`config.mk`:
```
export PLATFORM = sky130hd
export DESIGN_NAME = gpio_bank_avmm
export DESIGN_NICKNAME = d
export VERILOG_FILES = /design/src/rtl/gpio_bank_avmm.sv
export SDC_FILE = /design/constraint.sdc
export NUM_CORES = 1
export LEC_CHECK = 0
export ABC_CLOCK_PERIOD_IN_PS = 1500
export CORE_MARGIN = 1
export CORE_UTILIZATION = 45
export DETAILED_ROUTE_END_ITERATION = 12
export PLACE_DENSITY = 0.71
export RECOVER_POWER = 100
export SLEW_MARGIN = 20
export SYNTH_ARGS = -nofsm -noshare
export SYNTH_HDL_FRONTEND = slang
export SYNTH_SLANG_ARGS = --single-unit
```
`constraint.sdc`:
```
create_clock -name clk_clk -period 1.5 [get_ports clk_clk]
set_clock_uncertainty 0.05 [all_clocks]
set_input_delay 0.225 -clock clk_clk [delete_from_list [all_inputs] [get_ports clk_clk]]
set_output_delay 0.225 -clock clk_clk [all_outputs]
set_load 0.01 [all_outputs]
```
`src/rtl/gpio_bank_avmm.sv`:
```
// Avalon-MM GPIO bank: debounced inputs with edge capture and a level interrupt,
// plus registered outputs with set/clear access.
module gpio_bank_avmm #(
    parameter int                   IN_WIDTH        = 4,
    parameter int                   OUT_WIDTH       = 8,
    parameter int                   DEBOUNCE_CYCLES = 16,
    parameter logic [OUT_WIDTH-1:0] OUT_RESET       = '0
) (
    input  logic                 clk_clk,
    input  logic                 reset_reset_n,
    input  logic [IN_WIDTH-1:0]  pio_in,
    output logic [OUT_WIDTH-1:0] pio_out,
    input  logic [2:0]           avs_address,
    input  logic                 avs_read,
    input  logic                 avs_write,
    input  logic [31:0]          avs_writedata,
    output logic [31:0]          avs_readdata,
    output logic                 irq
);

    localparam logic [2:0] ADDR_DATA_IN  = 3'd0;
    localparam logic [2:0] ADDR_DATA_OUT = 3'd1;
    localparam logic [2:0] ADDR_OUT_SET  = 3'd2;
    localparam logic [2:0] ADDR_OUT_CLR  = 3'd3;
    localparam logic [2:0] ADDR_IRQ_MASK = 3'd4;
    localparam logic [2:0] ADDR_EDGE_CAP = 3'd5;
    localparam logic [2:0] ADDR_EDGE_CFG = 3'd6;
    localparam logic [2:0] ADDR_PARAM_ID = 3'd7;

    localparam logic [1:0] CFG_RISING  = 2'b00;
    localparam logic [1:0] CFG_FALLING = 2'b01;
    localparam logic [1:0] CFG_BOTH    = 2'b10;

    localparam logic [15:0] CNT_LAST   = 16'(DEBOUNCE_CYCLES - 1);
    localparam logic [31:0] DEBOUNCE_W = 32'(DEBOUNCE_CYCLES);
    localparam logic [31:0] IN_W       = 32'(IN_WIDTH);
    localparam logic [31:0] OUT_W      = 32'(OUT_WIDTH);
    localparam logic [31:0] PARAM_ID   = {8'h5A, DEBOUNCE_W[7:0], IN_W[7:0], OUT_W[7:0]};

    logic [IN_WIDTH-1:0]  sync_1, sync_2, db, db_d;
    logic [15:0]          cnt [IN_WIDTH];
    logic [OUT_WIDTH-1:0] data_out;
    logic [IN_WIDTH-1:0]  irq_mask, edge_cap, edge_hit, cap_clr;
    logic [1:0]           edge_cfg;
    logic [IN_WIDTH-1:0]  wdata_in;
    logic [OUT_WIDTH-1:0] wdata_out;
    logic                 wr_en, rd_en;
    logic [31:0]          rd_mux;
    logic                 unused_wdata;

    assign wdata_in     = avs_writedata[IN_WIDTH-1:0];
    assign wdata_out    = avs_writedata[OUT_WIDTH-1:0];
    assign unused_wdata = ^avs_writedata;
    assign wr_en        = avs_write;
    // A simultaneous write wins; the read is dropped and readdata holds.
    assign rd_en        = avs_read & ~avs_write;

    // NOTE: sequential state uses non-blocking (<=) so every flop samples pre-edge values.
    always_ff @(posedge clk_clk or negedge reset_reset_n) begin
        if (!reset_reset_n) begin
            sync_1 <= '0;
            sync_2 <= '0;
        end else begin
            sync_1 <= pio_in;
            sync_2 <= sync_1;
        end
    end

    // NOTE: cnt is a small flop array, not a RAM, so it is reset with everything else.
    always_ff @(posedge clk_clk or negedge reset_reset_n) begin
        if (!reset_reset_n) begin
            db   <= '0;
            db_d <= '0;
            for (int i = 0; i < IN_WIDTH; i++) cnt[i] <= '0;
        end else begin
            db_d <= db;
            for (int i = 0; i < IN_WIDTH; i++) begin
                if (sync_2[i] == db[i]) begin
                    cnt[i] <= '0;
                end else if (cnt[i] == CNT_LAST) begin
                    db[i]  <= sync_2[i];
                    cnt[i] <= '0;
                end else begin
                    cnt[i] <= cnt[i] + 16'd1;
                end
            end
        end
    end

    // NOTE: default assignment first so no path through the case infers a latch.
    always_comb begin
        edge_hit = '0;
        case (edge_cfg)
            CFG_RISING:  edge_hit = db & ~db_d;
            CFG_FALLING: edge_hit = ~db & db_d;
            CFG_BOTH:    edge_hit = db ^ db_d;
            default:     edge_hit = '0;
        endcase
    end

    assign cap_clr = (wr_en && avs_address == ADDR_EDGE_CAP) ? wdata_in : '0;

    always_ff @(posedge clk_clk or negedge reset_reset_n) begin
        if (!reset_reset_n) begin
            data_out <= OUT_RESET;
            irq_mask <= '0;
            edge_cfg <= CFG_RISING;
            edge_cap <= '0;
        end else begin
            if (wr_en) begin
                case (avs_address)
                    ADDR_DATA_OUT: data_out <= wdata_out;
                    ADDR_OUT_SET:  data_out <= data_out | wdata_out;
                    ADDR_OUT_CLR:  data_out <= data_out & ~wdata_out;
                    ADDR_IRQ_MASK: irq_mask <= wdata_in;
                    ADDR_EDGE_CFG: edge_cfg <= avs_writedata[1:0];
                    default: ;
                endcase
            end
            // Set is OR-ed in after the clear so a same-cycle edge survives.
            edge_cap <= (edge_cap & ~cap_clr) | edge_hit;
        end
    end

    always_comb begin
        rd_mux = 32'h0;
        case (avs_address)
            ADDR_DATA_IN:  rd_mux = 32'(db);
            ADDR_DATA_OUT: rd_mux = 32'(data_out);
            ADDR_IRQ_MASK: rd_mux = 32'(irq_mask);
            ADDR_EDGE_CAP: rd_mux = 32'(edge_cap);
            ADDR_EDGE_CFG: rd_mux = {30'h0, edge_cfg};
            ADDR_PARAM_ID: rd_mux = PARAM_ID;
            default:       rd_mux = 32'h0;
        endcase
    end

    always_ff @(posedge clk_clk or negedge reset_reset_n) begin
        if (!reset_reset_n) begin
            avs_readdata <= '0;
        end else if (rd_en) begin
            avs_readdata <= rd_mux;
        end
    end

    assign pio_out = data_out;
    assign irq     = |(edge_cap & irq_mask);

endmodule

```
==> results.txt <==
* Global placement routability congestion: about 0.85
- The wire-length estimate of the detail-placed layout is 7570 microns.
- Post-synth ARST share: 1.00
- The net count of the finished layout is 677.
- In the synthesized netlist, the cells that appear most often are 107 x sky130_fd_sc_hd__dfrtp_1, 70 x sky130_fd_sc_hd__nor2_1, 45 x sky130_fd_sc_hd__xnor2_1.
- Number of global-route vias before repair: 3987
- Number of placed I/O pins: 84
- STA classifies the critical path endpoint as a flip-flop.
- Classification of the worst setup path: reg2reg
- Total wire length after detailed routing: 12200 microns
* Number of nets with antenna violations after routing: 0
- The floorplan has 39 rows.
* Num Clock Sinks: approximately 110
- After routing, the total negative slack on setup checks comes to -0.852 ns.
- In this run, synthesis inferred 0 flip-flops with an integrated enable.
* Initial core utilization: 0.464
- In the finished design, the share of the clock period the worst path needs comes to 1.04.
- Warnings, synthesis: 0
* Required time worst endpoint: 1.70 ns
* Syn Area/Cell: roughly 10 sq um
* Leading cell type by number of instances after synthesis: sky130_fd_sc_hd__dfrtp_1
- The worst path in the final design needs a cycle of approximately 1.6 ns, including I/O delays and setup.
- Max-cap check violation count: 0
- The H-tree was split into 3 levels.
* Die span in y: 111 microns
- Entering global routing, the biggest net connects 32 pins.
- Dividing the detail-routed wire length by the instance count gives roughly 16 microns.
- The area growth from synthesis to layout is 32.7%.
* IR drop worst, VDD: 996 uV
* Largest fanout on the critical path: 7
- The share of the Yosys chip area taken by registers is 0.503.
- Post-layout worst setup margin: -0.0576 ns
- Worst slew pin tran: about 0.65 ns
- Slew margin rel.: 0.568
* Hold Crit Depth: 0
- Fillcell total: ~900
- Clock slew at the register clock pins of the worst setup and hold paths: about 0.08 ns
- Unrepaired setup endpoints after global routing: yes
- Top_reg_cell synth: sky130_fd_sc_hd__dfrtp_1
- Run status: finished, violations left
- Data arrives at the worst endpoint at roughly 1.8 ns.
* Worst-case clock buffer depth: 2
- The total count of max-transition violations in the final report is 0.
- Before antenna repair, the detailed router went through 4 iterations.
* Yosys top cell by area: sky130_fd_sc_hd__dfrtp_1
- The analysis attributes to cell leakage a power of 3.08 nW.
* Proportion of netlist area held by the largest area contributor: 0.503
- Setup Viol. Count Final: 35
* Vias: 4125
* Total standard cell area after synthesis: 5320 sq um
* DIE WIDTH: between 100 and 150 microns
* Initial antenna violation count: 0
- STA classifies the critical path startpoint as a flip-flop.
- The first routing iteration left 196 violations.
* Cell chosen for the clock root: sky130_fd_sc_hd__clkbuf_16
- Library cells used by synthesis: 41
- Number of endpoints with negative hold slack in the final report: 0
* Via count normalized by instance count: between 5 and 6
- Quantity of I/O buffers inserted on ports: 41
- Derived from the worst setup path, the maximum achievable clock frequency is 0.642 GHz.
- Antenna fix cells: 0
- Violations in the final reports: setup timing
- Number of remaining DRC errors: 0
- Path type of the worst min-delay path: reg2reg
- After global routing the overflow that remains totals 0.
* Worst reg2reg path depth: 5
- Power Density: 893 nW/um^2
* Clk Latency, worst-skew pair: 0.36 ns
- Wire length of the first global-routing pass: roughly 19000 microns
- The total area inside the core boundary comes to around 11000 sq um.
- Synthesis produced about 500 cells.
- Number of buffers inserted during clock tree synthesis: 9
- TritonCTS built the clock tree.
- Ranked by total cell area, the synthesized netlist is headed by sky130_fd_sc_hd__dfrtp_1 50%, sky130_fd_sc_hd__xnor2_1 7.4%, sky130_fd_sc_hd__nor2_1 4.9%.
- Of the cells placed in the final design, the portion with a size suffix greater than 1 is 0.311.
- Global-route usage over all layers: 0.192
- Die footprint: 12300 sq um
* Flops & latches, synth: 107
- Worst slack at placement: -0.339 ns
[cell usage in the layout, fill, tap and decap left out, drive strengths merged, types with 3 or more instances in the layout]
master,instances
dlygate4sd2,22
xnor2,45
nor4,28
nor3,17
mux4,3
ha,12
clkbuf,21
and3,8
dlygate4sd3,6
nand4,18
xor2,15
nand3,25
conb,18
mux2i,11
buf,69
clkdlybuf4s50,10
nand2,33
o21ai,14
a221o,4
clkinv,4
inv,24
dfrtp,107
and4,3
a22oi,10
mux2,10
nor2,74
[routing by layer]
layer,share of wire,GRT usage,vias to the layer above
li1,-,-,1959
met1,0.43,0.248,2068
met2,0.52,0.315,79
met3,0.031,0.0432,19
met4,0.019,0.0711,0
met5,0,0,-
[worst paths after layout]
path	from	to	slack [ns]
max	cnt[37]	cnt[45]	-0.06
min	sync_1[3]	sync_2[3]	0.30
max reg2reg	cnt[37]	cnt[45]	-0.06
min reg2reg	sync_1[3]	sync_2[3]	0.30
max in group asynchronous	reset_reset_n	cnt[7]	0.13
min in group asynchronous	reset_reset_n	avs_readdata[2]	0.38
[area by class of cell]
class                           count  area, sq um  share of cell area
Multi-Input combinational cell    362         2840               0.402
Sequential cell                   107         2690               0.381
Timing Repair Buffer              120          993               0.141
Clock buffer                       10          229              0.0324
Tap cell                          143          179              0.0253
Inverter                           22         82.6              0.0117
Clock inverter                      6         47.5             0.00673
[sequential cells by signal (all words and copies together) (netlist names)]
name / flops
cnt: 64
sync_1: 4
edge_cfg: 2
avs_readdata: 9
db: 4
irq_mask: 4
pio_out: 8
db_d: 4
edge_cap: 4
sync_2: 4
[what timing repair did]
action                     4_1_cts  5_1_grt
hold endpoints to repair        21        0
buffers inserted                 5       11
setup endpoints to repair       34       73
gates cloned                     0        1
hold buffers                     1        0
pin swaps                        4       31
resized for setup               35      106
[critical path, stage by stage (launching register included)]
cell	delay, ns
sky130_fd_sc_hd__dfrtp_1	0.48
sky130_fd_sc_hd__nor4_2	0.30
sky130_fd_sc_hd__nand4_1	0.20
sky130_fd_sc_hd__nand2_2	0.19
sky130_fd_sc_hd__clkbuf_16	0.19
sky130_fd_sc_hd__nor2_2	0.04
[kinds of logic after synthesis]
| group | share of synthesized area |
|---|---|
| buffers and inverters | 0.0609 |
| other | 0.000705 |
| AOI/OAI and AO/OA | 0.0435 |
| xor gates and xnor gates | 0.0988 |
| muxes | 0.0546 |
| adders and majority gates | 0.0282 |
| and+or+nand+nor | 0.210 |
| DFF | 0.503 |
[where the power goes]
| group | switching (mW) | total, mW | internal [mW] |
|---|---|---|---|
| clock network | 1.11 | 2.26 | 1.15 |
| registers | 0.152 | 3.19 | 3.04 |
| logic | 0.433 | 0.855 | 0.422 |
[through the flow]
| step | cell area, sq um | std cells | hold slack [ns] | power [mW] | util |
|---|---|---|---|---|---|
| 2_1_floorplan | 5390 | 526 | -0.121 | 3.63 | - |
| 3_3_place_gp | 6230 | 736 | 0.118 | 4.06 | 0.543 |
| 3_5_place_dp | 6230 | 736 | 0.118 | 4.09 | 0.543 |
| 4_1_cts | 6580 | 758 | 0.237 | 6.31 | 0.573 |
| 5_1_grt | 7060 | 770 | 0.312 | 6.57 | 0.616 |
| 6_report | 7060 | 770 | 0.302 | 6.30 | 0.616 |
Note: power is estimated with default switching activity, not from simulation.
